**config.mk**
```make
export PLATFORM = sky130hd
export DESIGN_NAME = spi_ram
export DESIGN_NICKNAME = d
export VERILOG_FILES = /design/src/rtl/spi_pkg.sv /design/src/rtl/ram_sp_sync.sv /design/src/rtl/spi_ram.sv
export SDC_FILE = /design/constraint.sdc
export NUM_CORES = 2
export LEC_CHECK = 0
export CAP_MARGIN = 20
export CORE_UTILIZATION = 65
export CTS_BUF_LIST = sky130_fd_sc_hd__clkbuf_4
export DETAILED_ROUTE_END_ITERATION = 7
export PLACE_DENSITY = 0.81
export RECOVER_POWER = 50
export SLEW_MARGIN = 20
export SYNTH_ARGS = -nofsm -noshare
export SYNTH_HDL_FRONTEND = slang
export SYNTH_SLANG_ARGS = --single-unit
```
**constraint.sdc**
```tcl
create_clock -name clk -period 5.9 [get_ports clk]
set_clock_uncertainty 0.05 [all_clocks]
set_input_delay 1.18 -clock clk [delete_from_list [all_inputs] [get_ports clk]]
set_output_delay 1.18 -clock clk [all_outputs]
set_load 0.02 [all_outputs]
```
**src/rtl/spi_pkg.sv**
```systemverilog
// rtl/spi_pkg.sv - shared command encoding and word widths for the SPI slave data path
package spi_pkg;

   localparam int RX_W = 10;
   localparam int TX_W = 8;

   typedef enum logic [1:0] {
      CMD_WR_ADDR = 2'b00,
      CMD_WR_DATA = 2'b01,
      CMD_RD_ADDR = 2'b10,
      CMD_RD_DATA = 2'b11
   } cmd_e;

   // Command field sits in the two most significant bits of the slave word
   function automatic cmd_e decode_cmd(input logic [RX_W-1:0] word);
      return cmd_e'(word[RX_W-1 -: 2]);
   endfunction

endpackage

```
**src/rtl/ram_sp_sync.sv**
```systemverilog
// rtl/ram_sp_sync.sv - single-port synchronous RAM with registered read and no array reset
module ram_sp_sync #(
   parameter int DEPTH = 256,
   parameter int WIDTH = 8,
   parameter int AW    = 8
)(
   input  logic             clk,
   input  logic             we,
   input  logic [AW-1:0]    addr,
   input  logic [WIDTH-1:0] din,
   output logic [WIDTH-1:0] dout
);

   logic [WIDTH-1:0] mem [DEPTH];

   // Write when enabled; the output register reads the addressed word every cycle (old data on a write)
   always_ff @(posedge clk) begin
      if (we) begin
         mem[addr] <= din;
      end
      dout <= mem[addr];
   end

endmodule

```
**src/rtl/spi_ram.sv**
```systemverilog
// rtl/spi_ram.sv - command decoder and byte RAM downstream of the SPI slave
module spi_ram
   import spi_pkg::*;
#(
   parameter int MEM_DEPTH = 256,
   parameter int ADDR_SIZE = 8,
   parameter int AUTO_INC  = 0
)(
   input  logic            clk,
   input  logic            rst,
   input  logic [RX_W-1:0] rx_data,
   input  logic            rx_valid,
   output logic [TX_W-1:0] tx_data,
   output logic            tx_valid
);

   localparam int                   RAM_AW    = (MEM_DEPTH > 1) ? $clog2(MEM_DEPTH) : 1;
   localparam logic [ADDR_SIZE:0]   DEPTH_V   = (ADDR_SIZE+1)'(MEM_DEPTH);
   localparam logic [ADDR_SIZE-1:0] LAST_ADDR = ADDR_SIZE'(MEM_DEPTH - 1);

   // Extra top bit keeps the compare exact when MEM_DEPTH equals 2**ADDR_SIZE
   function automatic logic in_range(input logic [ADDR_SIZE-1:0] a);
      return {1'b0, a} < DEPTH_V;
   endfunction

   // Post-increment wraps at the last real word, not at the register width
   function automatic logic [ADDR_SIZE-1:0] next_addr(input logic [ADDR_SIZE-1:0] a);
      return (a == LAST_ADDR) ? '0 : a + ADDR_SIZE'(1);
   endfunction

   logic                 rx_valid_q;
   logic                 accept;
   cmd_e                 cmd;
   logic [ADDR_SIZE-1:0] payload_addr;
   logic [ADDR_SIZE-1:0] wr_addr;
   logic [ADDR_SIZE-1:0] rd_addr;
   logic [ADDR_SIZE-1:0] hold_addr;
   logic [ADDR_SIZE-1:0] addr_sel;
   logic                 tx_zero;
   logic                 ram_we;
   logic [TX_W-1:0]      ram_dout;

   assign accept       = rx_valid & ~rx_valid_q;
   assign cmd          = decode_cmd(rx_data);
   assign payload_addr = rx_data[ADDR_SIZE-1:0];

   // RAM port steering: the accepted access gets the port, otherwise it keeps re-reading the last
   // read address so the registered output (and thus tx_data) holds until the next command
   always_comb begin
      ram_we   = 1'b0;
      addr_sel = hold_addr;
      if (accept) begin
         case (cmd)
            CMD_WR_DATA: begin
               addr_sel = wr_addr;
               ram_we   = in_range(wr_addr);
            end
            CMD_RD_DATA: addr_sel = rd_addr;
            default:     ;
         endcase
      end
   end

   // Edge detector, address registers and tx_valid control
   always_ff @(posedge clk) begin
      if (rst) begin
         rx_valid_q <= 1'b0;
         wr_addr    <= '0;
         rd_addr    <= '0;
         hold_addr  <= '0;
         tx_valid   <= 1'b0;
         tx_zero    <= 1'b1;
      end else begin
         rx_valid_q <= rx_valid;
         if (accept) begin
            tx_valid <= 1'b0;
            case (cmd)
               CMD_WR_ADDR: wr_addr <= payload_addr;
               CMD_WR_DATA: begin
                  if (AUTO_INC != 0) wr_addr <= next_addr(wr_addr);
               end
               CMD_RD_ADDR: rd_addr <= payload_addr;
               CMD_RD_DATA: begin
                  tx_valid  <= 1'b1;
                  tx_zero   <= ~in_range(rd_addr);
                  hold_addr <= rd_addr;
                  if (AUTO_INC != 0) rd_addr <= next_addr(rd_addr);
               end
               default: ;
            endcase
         end
      end
   end

   assign tx_data = tx_zero ? '0 : ram_dout;

   ram_sp_sync #(
      .DEPTH (MEM_DEPTH),
      .WIDTH (TX_W),
      .AW    (RAM_AW)
   ) u_ram (
      .clk  (clk),
      .we   (ram_we),
      .addr (addr_sel[RAM_AW-1:0]),
      .din  (rx_data[TX_W-1:0]),
      .dout (ram_dout)
   );

endmodule

```
==> flow_summary.json <==
{
  "path_depth": 2,
  "hold_viol": 0,
  "synth_nets": 4923,
  "p_total_mw": 28.2,
  "critical_path.max_fanout": 130,
  "vias": 51600,
  "ys_types": 61,
  "leakagePower_nw": 31.6,
  "drv_cap": 10,
  "endpoint": "u_ram.mem[61][6]",
  "io_pins": 22,
  "violations": "DRC, capacitance limit, slew limit",
  "place_congestion": 0.973,
  "crit_start": "rx_data[6]",
  "clk_pin_slew_worst_paths_ns": 0.07,
  "cts_sinks": 2083,
  "cts_buffers": 497,
  "initial_utilization_pct": 65.7,
  "max_freq_ghz": 0.190,
  "worst_path_max_delay_cell": "dlymetal6s4s_1",
  "regToRegSetupSlack_ns": 1.16,
  "reg2reg_from": "rx_valid_q",
  "postSynthCellCount": 4910,
  "core_um2": 124000,
  "hold_path.class": "reg2reg",
  "grt_pass1_wl_um": 327000,
  "area_growth_pct": 12.7,
  "finalSetupTns_ns": 0,
  "seq_area_frac_synth_pct": 76.4,
  "die_h_um": 356,
  "drt_iter0_drc": 8709,
  "cts_setup_buffers": 0,
  "vdd_drop_max_mv": 0.259,
  "cts_max_level": 5,
  "power_density_nw_per_um2": 307,
  "slew_viol_final": 899,
  "clk_latency_ns": 1.37,
  "cts-root-buf": "clkbuf_4",
  "r2r_cells": 11,
  "critPathTopFamily": "buffers and inverters",
  "cts_buffer_depth": 4,
  "antenna_found_initial": 6,
  "worst_setup_path_start_kind": "primary input",
  "synth_area_leaders": "edfxtp_1 (76%), mux2i_1 (3.9%), mux4_2 (2.8%), o2bb2ai_1 (2.4%), nand2_1 (2.3%)",
  "r2r_end": "u_ram.dout[2]",
  "avgSynthCellArea_um2": 16.6,
  "grt_usage_pct": 35.7,
  "final_nets": 5533,
  "io_buffer_count": 21,
  "cts_tree": "yes",
  "fin_crit_ns": 5.28,
  "setup_viol": 0,
  "rsz0062_at_grt": "false",
  "grt_max_degree": 163,
  "overflow": 0,
  "synthArstFlopShare_pct": 0,
  "netlist_area_um2": 81500,
  "ctsResizeCount": 0,
  "synth_top_area_cell": "edfxtp_1",
  "ant_nets": 0,
  "die_area_um2": 127000,
  "synth_common_cells": "edfxtp_1 (2,048), nand2_1 (509), mux2i_1 (318), a21oi_1 (264), nor2_1 (258)",
  "slowest_delay_ns": 3.79,
  "postCtsHoldBufs": 0,
  "cp.required_ns": 6.81,
  "fin_crit_sh_pct": 89.4,
  "worstSetupPathType": "in2reg",
  "cp_num_buf_inv": 2,
  "yosys_warnings": 0,
  "rows": 129,
  "drive_above_1_share_pct": 22.6,
  "grt_pass1_vias": 50400,
  "routedWlPerCell_um": 30.0,
  "dr.pass1.iters": 8,
  "slew-limit-headroom_pct": -275,
  "holdWs_ns": 0.433,
  "synth_edf_count": 2048,
  "routed_wl_um": 226000,
  "route.detailed.drc": 5,
  "die_w_um": 356,
  "ys_ff_latch": 2083,
  "synth_flop_cell": "edfxtp_1",
  "viasPerCell": 6.85,
  "hpwl_um": 138000,
  "tightest_slew_ns": 5.62,
  "synth.most_common_cell": "edfxtp_1",
  "path_cells": "dlymetal6s4s_1 -> buf_4",
  "outcome": "finished, violations left",
  "cp.arrival_ns": 6.19,
  "critPathCaptureType": "flip-flop",
  "synth_top_area_share_pct": 75.5
}
==> sequential cells by signal, indices dropped and copies added (netlist names) <==
signal,cells
tx_valid,1
wr_addr,8
tx_zero,1
u_ram.mem,2048
rd_addr,8
rx_valid_q,1
u_ram.dout,8
hold_addr,8
==> worst min path at each step <==
stage                    start           endpoint  slack [ns]  cells after the start
global route          rx_valid         rx_valid_q        0.39                      2
CTS                 rx_data[1]  u_ram.mem[141][1]        0.27                      1
finish              wr_addr[7]         wr_addr[7]        0.43                      2
global placement    wr_addr[0]         wr_addr[0]        0.40                      2
detailed placement  wr_addr[1]         wr_addr[1]        0.41                      2
floorplan           wr_addr[1]         wr_addr[1]        0.38                      2
==> cells in the final DEF (no fill, tap or decap), drive strengths merged, types with 6 or more instances in the layout <==
master,netlist,final
dfxtp,35,35
nand4,73,73
buf,181,411
clkinv,0,110
nand2,509,509
nand3b,6,6
clkdlybuf4s50,0,12
nor2b,11,11
a221o,16,16
diode,0,11
a22oi,248,248
o22ai,6,6
a2bb2oi,8,8
a32oi,50,50
o211ai,11,11
a221oi,49,49
and3,17,17
nand3,105,105
nor4,20,20
nor2,265,265
a31oi,8,8
o2bb2ai,223,223
o221ai,9,9
edfxtp,2048,2048
a21oi,264,264
o21ai,14,14
mux4,100,100
mux2,18,18
a211oi,10,10
clkbuf,148,748
inv,2,6
a22o,32,32
a222oi,12,12
nor3,62,62
mux2i,321,321
==> where the power goes <==
part | leakage, nW | internal, mW | switching, mW | total, mW
Clock | 3.63 | 5.72 | 5.51 | 11.2
Sequential | 18.7 | 16.3 | 0.0137 | 16.3
Combinational | 9.31 | 0.141 | 0.511 | 0.652
Total | 31.6 | 22.1 | 6.04 | 28.2
==> kinds of logic (layout without fill, tap and decap cells) <==
group	Yosys count	after routing	share of synthesized area, %
buffers and inverters	331	1294	2.03
muxes	439	439	7.00
and+or+nand+nor	1086	1086	5.82
AOI/OAI and AO/OA	971	971	8.78
DFF	2083	2083	76.4
other	0	11	0
==> routing by layer <==
metal  GRT usage [%]  part of all wire [%]
met4            19.5                   5.9
met2            53.3                    46
met5               0                 0.012
met1            47.3                    34
met3            11.0                    15
==> cell type report <==
type,count,area [um^2]
Fill cell,6975,32200
Timing Repair Buffer,440,3750
Clock inverter,118,520
Multi-Input combinational cell,2496,17700
Clock buffer,734,5510
Antenna cell,11,27.5
Sequential cell,2083,62200
Tap cell,1637,2050
Inverter,2,7.51
==> per-stage QoR <==
step	cells	util, %	worst slack [ns]	area (um^2)
floorplan	4910	-	1.96	81500
finish	7521	74.1	0.623	91800
detailed placement	6657	69.2	0.129	85800
global route	7515	74.0	0.641	91800
CTS	7509	74.1	1.37	91800
global placement	6657	69.2	0.234	85800
Power figures use the tool's default switching activity.
